--- src/rtl/uart_frame_loader_if.sv ---
// Byte-stream, read-port and status bundle of the UART frame loader.
// The design side uses the slave modport; the producer/reader uses master.
interface uart_frame_loader_if;
    logic [7:0]  byte_in;
    logic        byte_stb;
    logic [7:0]  rd_addr;
    logic [7:0]  rd_data;
    logic        frame_ok;
    logic        frame_err;
    logic        busy;
    logic [15:0] frame_cnt;

    modport master (
        output byte_in, byte_stb, rd_addr,
        input  rd_data, frame_ok, frame_err, busy, frame_cnt
    );

    modport slave (
        input  byte_in, byte_stb, rd_addr,
        output rd_data, frame_ok, frame_err, busy, frame_cnt
    );
endinterface

--- src/rtl/uart_frame_loader.sv ---
// Header-framed, checksummed payload loader into a double-buffered parameter RAM.
// Optional macro UART_TIMEOUT_EN adds an inter-byte timeout that aborts partial frames.
module uart_frame_loader #(
    parameter int         FRAME_LEN   = 112,
    parameter logic [7:0] HEADER      = 8'hA5
`ifdef UART_TIMEOUT_EN
    , parameter int       TIMEOUT_CYC = 20000
`endif
) (
    input logic               clk,
    input logic               rst_n,
    uart_frame_loader_if.slave bus
);

    localparam int         AW   = (FRAME_LEN > 1) ? $clog2(FRAME_LEN) : 1;
    localparam logic [7:0] LAST = 8'(FRAME_LEN - 1);

    typedef enum logic [1:0] {IDLE, PAYLOAD, CHECK} state_t;

    state_t     state;
    logic [7:0] wr_ptr;
    logic [7:0] sum;
    logic       active;
    logic       timeout_hit;

    logic [7:0] mem [2][FRAME_LEN];

`ifdef UART_TIMEOUT_EN
    localparam int            TW       = $clog2(TIMEOUT_CYC + 1);
    localparam logic [TW-1:0] LIMIT_M1 = TW'(TIMEOUT_CYC - 1);

    logic [TW-1:0] idle_cnt;

    // The timeout fires on the edge where the counter would reach the limit,
    // and it overrides any strobe arriving in that same cycle.
    always_ff @(posedge clk or negedge rst_n) begin
        if (!rst_n) begin
            idle_cnt <= '0;
        end else if (bus.byte_stb || state == IDLE || timeout_hit) begin
            idle_cnt <= '0;
        end else begin
            idle_cnt <= idle_cnt + TW'(1);
        end
    end

    assign timeout_hit = (state != IDLE) && (idle_cnt == LIMIT_M1);
`else
    assign timeout_hit = 1'b0;
`endif

    always_ff @(posedge clk or negedge rst_n) begin
        if (!rst_n) begin
            state         <= IDLE;
            wr_ptr        <= 8'd0;
            sum           <= 8'd0;
            active        <= 1'b0;
            bus.frame_ok  <= 1'b0;
            bus.frame_err <= 1'b0;
            bus.busy      <= 1'b0;
            bus.frame_cnt <= 16'd0;
        end else begin
            bus.frame_ok  <= 1'b0;
            bus.frame_err <= 1'b0;
            if (timeout_hit) begin
                state         <= IDLE;
                bus.busy      <= 1'b0;
                bus.frame_err <= 1'b1;
            end else if (bus.byte_stb) begin
                case (state)
                    IDLE: begin
                        if (bus.byte_in == HEADER) begin
                            state    <= PAYLOAD;
                            wr_ptr   <= 8'd0;
                            sum      <= 8'd0;
                            bus.busy <= 1'b1;
                        end
                    end
                    PAYLOAD: begin
                        sum    <= sum + bus.byte_in;
                        wr_ptr <= wr_ptr + 8'd1;
                        if (wr_ptr == LAST) begin
                            state <= CHECK;
                        end
                    end
                    CHECK: begin
                        // Swapping banks only on a good checksum keeps the reader on a whole frame.
                        if (bus.byte_in == sum) begin
                            active        <= ~active;
                            bus.frame_ok  <= 1'b1;
                            bus.frame_cnt <= bus.frame_cnt + 16'd1;
                        end else begin
                            bus.frame_err <= 1'b1;
                        end
                        state    <= IDLE;
                        bus.busy <= 1'b0;
                    end
                    default: state <= IDLE;
                endcase
            end
        end
    end

    always_ff @(posedge clk) begin
        if (state == PAYLOAD && bus.byte_stb && !timeout_hit) begin
            mem[~active][wr_ptr[AW-1:0]] <= bus.byte_in;
        end
    end

    always_ff @(posedge clk or negedge rst_n) begin
        if (!rst_n) begin
            bus.rd_data <= 8'h00;
        end else if (bus.rd_addr <= LAST) begin
            bus.rd_data <= mem[active][bus.rd_addr[AW-1:0]];
        end else begin
            bus.rd_data <= 8'h00;
        end
    end

endmodule
--- src/flat_wrapper.sv ---
// flat-port wrapper written by rule: the top's interface ports become plain ports
module uart_frame_loader_flat 
#(
    parameter int         FRAME_LEN   = 112,
    parameter logic [7:0] HEADER      = 8'hA5

)
  (clk, rst_n, bus_byte_in, bus_byte_stb, bus_rd_addr, bus_rd_data, bus_frame_ok, bus_frame_err, bus_busy, bus_frame_cnt);
  uart_frame_loader_if bus_i ();
  input logic clk;
  input logic rst_n;
  input wire logic [$bits(bus_i.byte_in)-1:0] bus_byte_in;
  input wire logic [$bits(bus_i.byte_stb)-1:0] bus_byte_stb;
  input wire logic [$bits(bus_i.rd_addr)-1:0] bus_rd_addr;
  output wire logic [$bits(bus_i.rd_data)-1:0] bus_rd_data;
  output wire logic [$bits(bus_i.frame_ok)-1:0] bus_frame_ok;
  output wire logic [$bits(bus_i.frame_err)-1:0] bus_frame_err;
  output wire logic [$bits(bus_i.busy)-1:0] bus_busy;
  output wire logic [$bits(bus_i.frame_cnt)-1:0] bus_frame_cnt;
  assign bus_i.byte_in = bus_byte_in;
  assign bus_i.byte_stb = bus_byte_stb;
  assign bus_i.rd_addr = bus_rd_addr;
  assign bus_rd_data = bus_i.rd_data;
  assign bus_frame_ok = bus_i.frame_ok;
  assign bus_frame_err = bus_i.frame_err;
  assign bus_busy = bus_i.busy;
  assign bus_frame_cnt = bus_i.frame_cnt;
  uart_frame_loader #(.FRAME_LEN(FRAME_LEN), .HEADER(HEADER)) u_core (.clk(clk), .rst_n(rst_n), .bus(bus_i));
endmodule
--- config.mk ---
export PLATFORM = sky130hd
export DESIGN_NAME = uart_frame_loader_flat
export DESIGN_NICKNAME = d
export VERILOG_FILES = /design/src/rtl/uart_frame_loader_if.sv /design/src/rtl/uart_frame_loader.sv /design/src/flat_wrapper.sv
export SDC_FILE = /design/constraint.sdc
export NUM_CORES = 2
export LEC_CHECK = 0
export CORE_ASPECT_RATIO = 0.5
export CORE_MARGIN = 2
export CORE_UTILIZATION = 31
export CTS_CLUSTER_SIZE = 12
export DETAILED_ROUTE_END_ITERATION = 16
export MAX_ROUTING_LAYER = met4
export PLACE_DENSITY_LB_ADDON = 0.1
export RECOVER_POWER = 50
export SYNTH_ARGS = -nofsm -noshare
export SYNTH_HDL_FRONTEND = slang
export SYNTH_SLANG_ARGS = --single-unit
--- constraint.sdc ---
create_clock -name clk -period 7.6 [get_ports clk]
set_input_delay 0.76 -clock clk [delete_from_list [all_inputs] [get_ports clk]]
set_output_delay 0.76 -clock clk [all_outputs]
set_load 0.05 [all_outputs]
# After elaboration in Yosys (flattened, before gate mapping)
# Memories as Yosys holds them, arrays and structs flattened.
# Index checks and enable logic that the tools add are counted.
[totals] ff_bits=46 latchBits=0 mem_bits_rw=1792 romBits=0 in_bits=19 out_inout_bits=27 elab_cells=58 memories=1
[op_classes] add_sub_neg=3 multipliers=0 n_div=0 magnitude_cmp=4 eq_ne=7 n_shift=0 mux=22 bitwise=3 reduce_logical=9
[mem_list] memory="u_core.mem" words=2 word_bits=896 rd=1 rd_clocked_by_memory_dff=0 wr=1 line="uart_frame_loader.sv:26" text="logic [7:0] mem [2][FRAME_LEN];"
[ops] cell="$mux 896" n=1
[ops] cell="$bmux 8 s7" n=1
[ops] cell="$demux 8 s7" n=1
[ops] cell="$mux 8" n=5
[ops] cell="$pmux 8 s2" n=2
[ops] cell="$add 16x1->16 const B" n=1
[ops] cell="$ge 8x8->1 const B" n=2
[ops] cell="$not 7->8" n=2
[ops] cell="$reduce_and 3->1" n=4
[ops] cell="$add 8x1->8 const B" n=1
[ops] cell="$add 8x8->8" n=1
[ops] cell="$eq 8x7->1 const B" n=1
[ops] cell="$eq 8x8->1" n=1
[ops] cell="$eq 8x8->1 const B" n=1
[ops] cell="$le 8x7->1 const B" n=1
[ops] cell="$lt 8x1->1 const B" n=1
[ops] cell="$mux 1" n=8
[ops] cell="$mux 2" n=2
[ops] cell="$ne 2x1->1 const B" n=2
[ops] cell="$pmux 2 s2" n=1
[ops] cell="$reduce_bool 2->1" n=2
[ops] cell="$eq 2x1->1 const B" n=1
[ops] cell="$eq 2x2->1 const B" n=1
[ops] cell="$logic_and 1x1->1" n=2
[ops] cell="other kinds (3)" n=3

# Longest topological paths before layout
[depth] depth_word=6 ltp_mapped=11 depth_no_buf=8

# Worst setup path after synthesis
# OpenSTA, ideal clock, no wires.
[synth_timing] kind="input port to flip-flop" start="in bus_rd_addr[0]" end="reg u_core.bus.rd_data[6]" setup_time_ps=120 arrival_time_ps=2866 required_ps=7480 setup_slack_ps=4615 cell_stages=10 path_cell_list="buf_2 > buf_4 > buf_2 > clkbuf_1 > mux4_2 > a221oi_1 > o22ai_1 > nor4_1 > a31oi_1 > and3_1"
[synth_between] elab_chain_len=5
[synth_rtl] element="from (decl)" line="flat_wrapper.sv:14" text="input wire logic [$bits(bus_i.rd_addr)-1:0] bus_rd_addr;"
[synth_rtl] element="$not 7->8 (not written as such)" line="uart_frame_loader.sv:113" text="bus.rd_data <= mem[active][bus.rd_addr[AW-1:0]];"
[synth_rtl] element="$bmux 8 s7" line="uart_frame_loader.sv:113"
[synth_rtl] element="$mux 8 (not written as such) (2 in a row)" line="uart_frame_loader.sv:113"
[synth_rtl] element="$mux 8 *" line="uart_frame_loader.sv:112" text="end else if (bus.rd_addr <= LAST) begin"
[synth_rtl] element="to (signal assigned)" line="uart_frame_loader.sv:113"
[synth_rtl] element="to (decl)" line="uart_frame_loader_if.sv:20" text="output rd_data, frame_ok, frame_err, busy, frame_cnt"
# Every way passes the cells marked *; elsewhere a longest branch is shown, timed or not. The select of a mux whose other input is x is not followed.
# A chain may end at the register's enable or synchronous reset.

# Worst setup path in the final report
[layout_timing] start="in bus_byte_in[1]" end="mem u_core.mem[1][353] (netlist name) (data pin)"
[layout_rtl] element="from (decl)" line="flat_wrapper.sv:12" text="input wire logic [$bits(bus_i.byte_in)-1:0] bus_byte_in;"
[layout_rtl] element="to (decl)" line="uart_frame_loader.sv:26"
# No word-level cell before the write port.

==> qor.txt <==
Port Buffers - 45
Largest stage delay, worst path - 3.07 ns
CTS H-Tree Depth - 4
Initial Util - 31.2%
I/O pins - 46
Power Dens Cells - 255 nW/um^2
Layout Skew - 0.0491 ns
Most common cell on crit path - clkbuf_1
Pleak - 24.0 nW
CTS root buffer - clkbuf_16
Worst setup EP type - flop
CTS max path bufs - 4
CTS resizes - 0
Via count - 34.0k
Final setup TNS - 0 ns
Worst-path fanout max - 81
Crit path time final - 5.97 ns
Slew HR - -198%
Metal3 WL - 10.6 mm
Clock Pin Slew Worst Setup and Hold Paths - 0.06 ns
Nets - 3411
Met1 WL - 97.9 mm
Hold/Removal Path Class - reg -> reg
Largest delay share family, worst path - buffers and inverters
WL met2 - 95.3 mm
CP required - 7.62 ns
Post-DR wirelength/cell - 31.5 um
Worst Path Buf+Inv - 2
Failing checks - max-capacitance violations, max-slew violations
Area of the mapped netlist - 71400 um^2
WS Path Type - in -> reg
CP max stage cell - clkbuf_1
First-pass GRT wire length - 289 mm
RSZ-0062 raised after global routing - false
Area Growth Syn to Fin - 13.2%
HPWL after DPL - 129 mm
Num rows - 124
Flops & latches, synth - 1838
Worst-skew pair later-pin latency - 0.83 ns
Area of the core - 229000 um^2
GRT Residual Overflow - 0
WL final - 207 mm
1st-pass router iterations - 5
Ys async rst share - 2.50%
VDD IR-drop max - 0.168 mV
Post-CTS setup repair buffer count - 0
Final setup viols - 0
Mapped Avg Cell Area - 22.0 um^2
Count of cell types in the netlist - 57
Layout cells sized above 1 - 23.4%
Max-cap violation count - 23
Area of the die - 234000 um^2
Final Max Tran Viols - 1426
Routed Antenna Nets - 0
Clk sinks - 1838
CTS hold repair buffers - 0
Register area share after synthesis - 77.0%
Largest net degree at the start of global routing - 104
Initial antenna violation count - 16
Post-synth top flop - edfxtp_1
Slew @ Worst Pin - 4.47 ns
FMAX - 168 MHz
Synth Warn # - 0
Post-route DRC - 0
Die X - 683 um
DR top layer - met4
Worst path cell trace - clkbuf_1 -> clkbuf_1
Final RePlAce weighted congestion - 0.806
Vias in the first global route - 35.0k
Syn nets - 3280
Total track usage - 18.2%
Critical Path AT - 5.99 ns
Die Height - 343 um
CTS tree - done
Cts bufs inserted - 190
Final Core Density - 35.3%
Final period utilization - 78.5%
Vias per cell - 5.18
Post-synth EDFFs - 1792
Worst R2R Setup Slack - 2.38 ns
Final hold viol count - 0
Crit path launch type - input port
Starting DRT DRC Count - 3247
Synth Instances - 3251
Status - complete, but fails checks
## cells in the mapped netlist, types with 2 or more instances
library cell,number,share of area (%)
xor2_1,11,0.13
a2111oi_0,5,0.061
nand3_1,35,0.25
o311a_1,2,0.028
buf_4,22,0.23
nand2_1,52,0.27
a221oi_1,17,0.21
buf_1,13,0.068
xnor2_1,16,0.20
or3b_2,4,0.049
a31oi_1,9,0.079
o21bai_1,3,0.032
buf_2,51,0.36
a22oi_1,32,0.34
a21oi_1,35,0.25
nor2b_1,17,0.15
mux2i_1,46,0.64
nor4_1,8,0.070
o221ai_1,5,0.061
and2_1,3,0.026
or3_1,4,0.035
nor2_1,255,1.3
o21ai_0,24,0.17
clkbuf_1,88,0.46
a211oi_1,8,0.084
ha_1,9,0.16
mux4_2,502,16
nand4_1,10,0.088
mux2_2,8,0.13
inv_1,3,0.016
dfrtp_1,46,1.6
nor3b_1,5,0.053
nor3_1,17,0.12
and3_1,15,0.13
a22o_1,17,0.21
nand3b_1,3,0.032
edfxtp_1,1792,75
o211ai_1,3,0.032
and3b_1,3,0.037
buf_6,10,0.16
nand2b_1,4,0.035
a21o_1,2,0.021
o22ai_1,23,0.20
## final timing paths
kind	start	cells after the start	to
max	bus_byte_in[1]	2	u_core.mem[1][353]$_DFFE_PP_
min	u_core.sum[2]$_DFFE_PN0P_	2	u_core.sum[2]$_DFFE_PN0P_
max reg2reg	u_core.active$_DFFE_PN0P_	9	u_core.bus.rd_data[6]$_DFF_PN0_
min reg2reg	u_core.sum[2]$_DFFE_PN0P_	2	u_core.sum[2]$_DFFE_PN0P_
max in group asynchronous	rst_n	2	u_core.active$_DFFE_PN0P_
min in group asynchronous	rst_n	2	u_core.bus.frame_cnt[13]$_DFFE_PN0P_
## cells in the final DEF, fill, tap and decap left out, types with 16 or more instances in the layout
| master | count |
|---|---|
| a21oi_1 | 35 |
| a221oi_1 | 17 |
| a22o_1 | 17 |
| a22oi_1 | 32 |
| buf_4 | 49 |
| clkbuf_1 | 79 |
| clkbuf_16 | 193 |
| clkdlybuf4s50_1 | 31 |
| clkinv_1 | 20 |
| dfrtp_1 | 45 |
| edfxtp_1 | 1792 |
| mux2i_1 | 46 |
| mux4_2 | 502 |
| nand2_1 | 49 |
| nand3_1 | 33 |
| nor2_1 | 249 |
| o21ai_0 | 24 |
| o22ai_1 | 23 |
| xnor2_1 | 16 |
## worst reg2reg max path, stage by stage, from the launching register on
cell and delay [ns]:
dfrtp_4 0.95, buf_4 0.68, buf_4 0.56, mux4_2 0.58
o22ai_1 0.29, nor3_1 0.14, a2111oi_0 1.06, and3_1 0.49
a31oi_1 0.16, and3_1 0.22
## routing by layer
| layer | vias up | track usage, % |
|---|---|---|
| met3 | 233 | 2.71 |
| met5 | - | - |
| met2 | 975 | 27.3 |
| met1 | 18900 | 26.6 |
| met4 | 0 | 3.18 |
| li1 | 13900 | - |
## per-stage QoR
stage	setup slack (ns)	std cells	hold WS [ns]	area, um^2	power, mW
CTS	2.33	6563	0.0635	81000	20.9
global placement	2.03	6273	0.459	75500	12.3
floorplan	4.61	3251	0.443	71400	11.8
finish	1.63	6564	0.471	80800	20.6
detailed placement	2.35	6277	0.462	75600	12.3
global route	1.14	6564	0.501	80800	21.3
## report_power, final
| part | leakage, nW | switching (mW) | total (mW) | internal [mW] |
|---|---|---|---|---|
| Combinational | 4.73 | 0.630 | 0.888 | 0.258 |
| Clock | 2.58 | 3.80 | 8.55 | 4.75 |
| Sequential | 16.7 | 0.0418 | 11.2 | 11.2 |
| Total | 24.0 | 4.47 | 20.6 | 16.2 |
## cells by family after synthesis
kind of cell	synth area share [%]
AOI/OAI and AO/OA	1.88
xor gates and xnor gates	0.331
adders and majority gates	0.186
buffers and inverters	1.32
DFF	77.0
muxes	16.6
and+or+nand+nor	2.71
## flip-flops by register name (all words and copies together), names as in the netlist
name	count
u_core.active	1
u_core.bus.frame_ok	1
u_core.bus.busy	1
u_core.wr_ptr	8
u_core.bus.frame_err	1
u_core.bus.rd_data	8
u_core.sum	8
u_core.mem	1792
u_core.bus.frame_cnt	16
u_core.state	2
## area by class of cell
type,count,area [um^2]
Sequential cell,1838,55000
Antenna cell,1,2.50
Clock inverter,33,246
Timing Repair Buffer,124,1100
Inverter,4,15.0
Multi-Input combinational cell,1224,15600
Fill cell,21200,148000
Tap cell,3087,3860
Clock buffer,253,5070
Power figures use the tool's default switching activity.
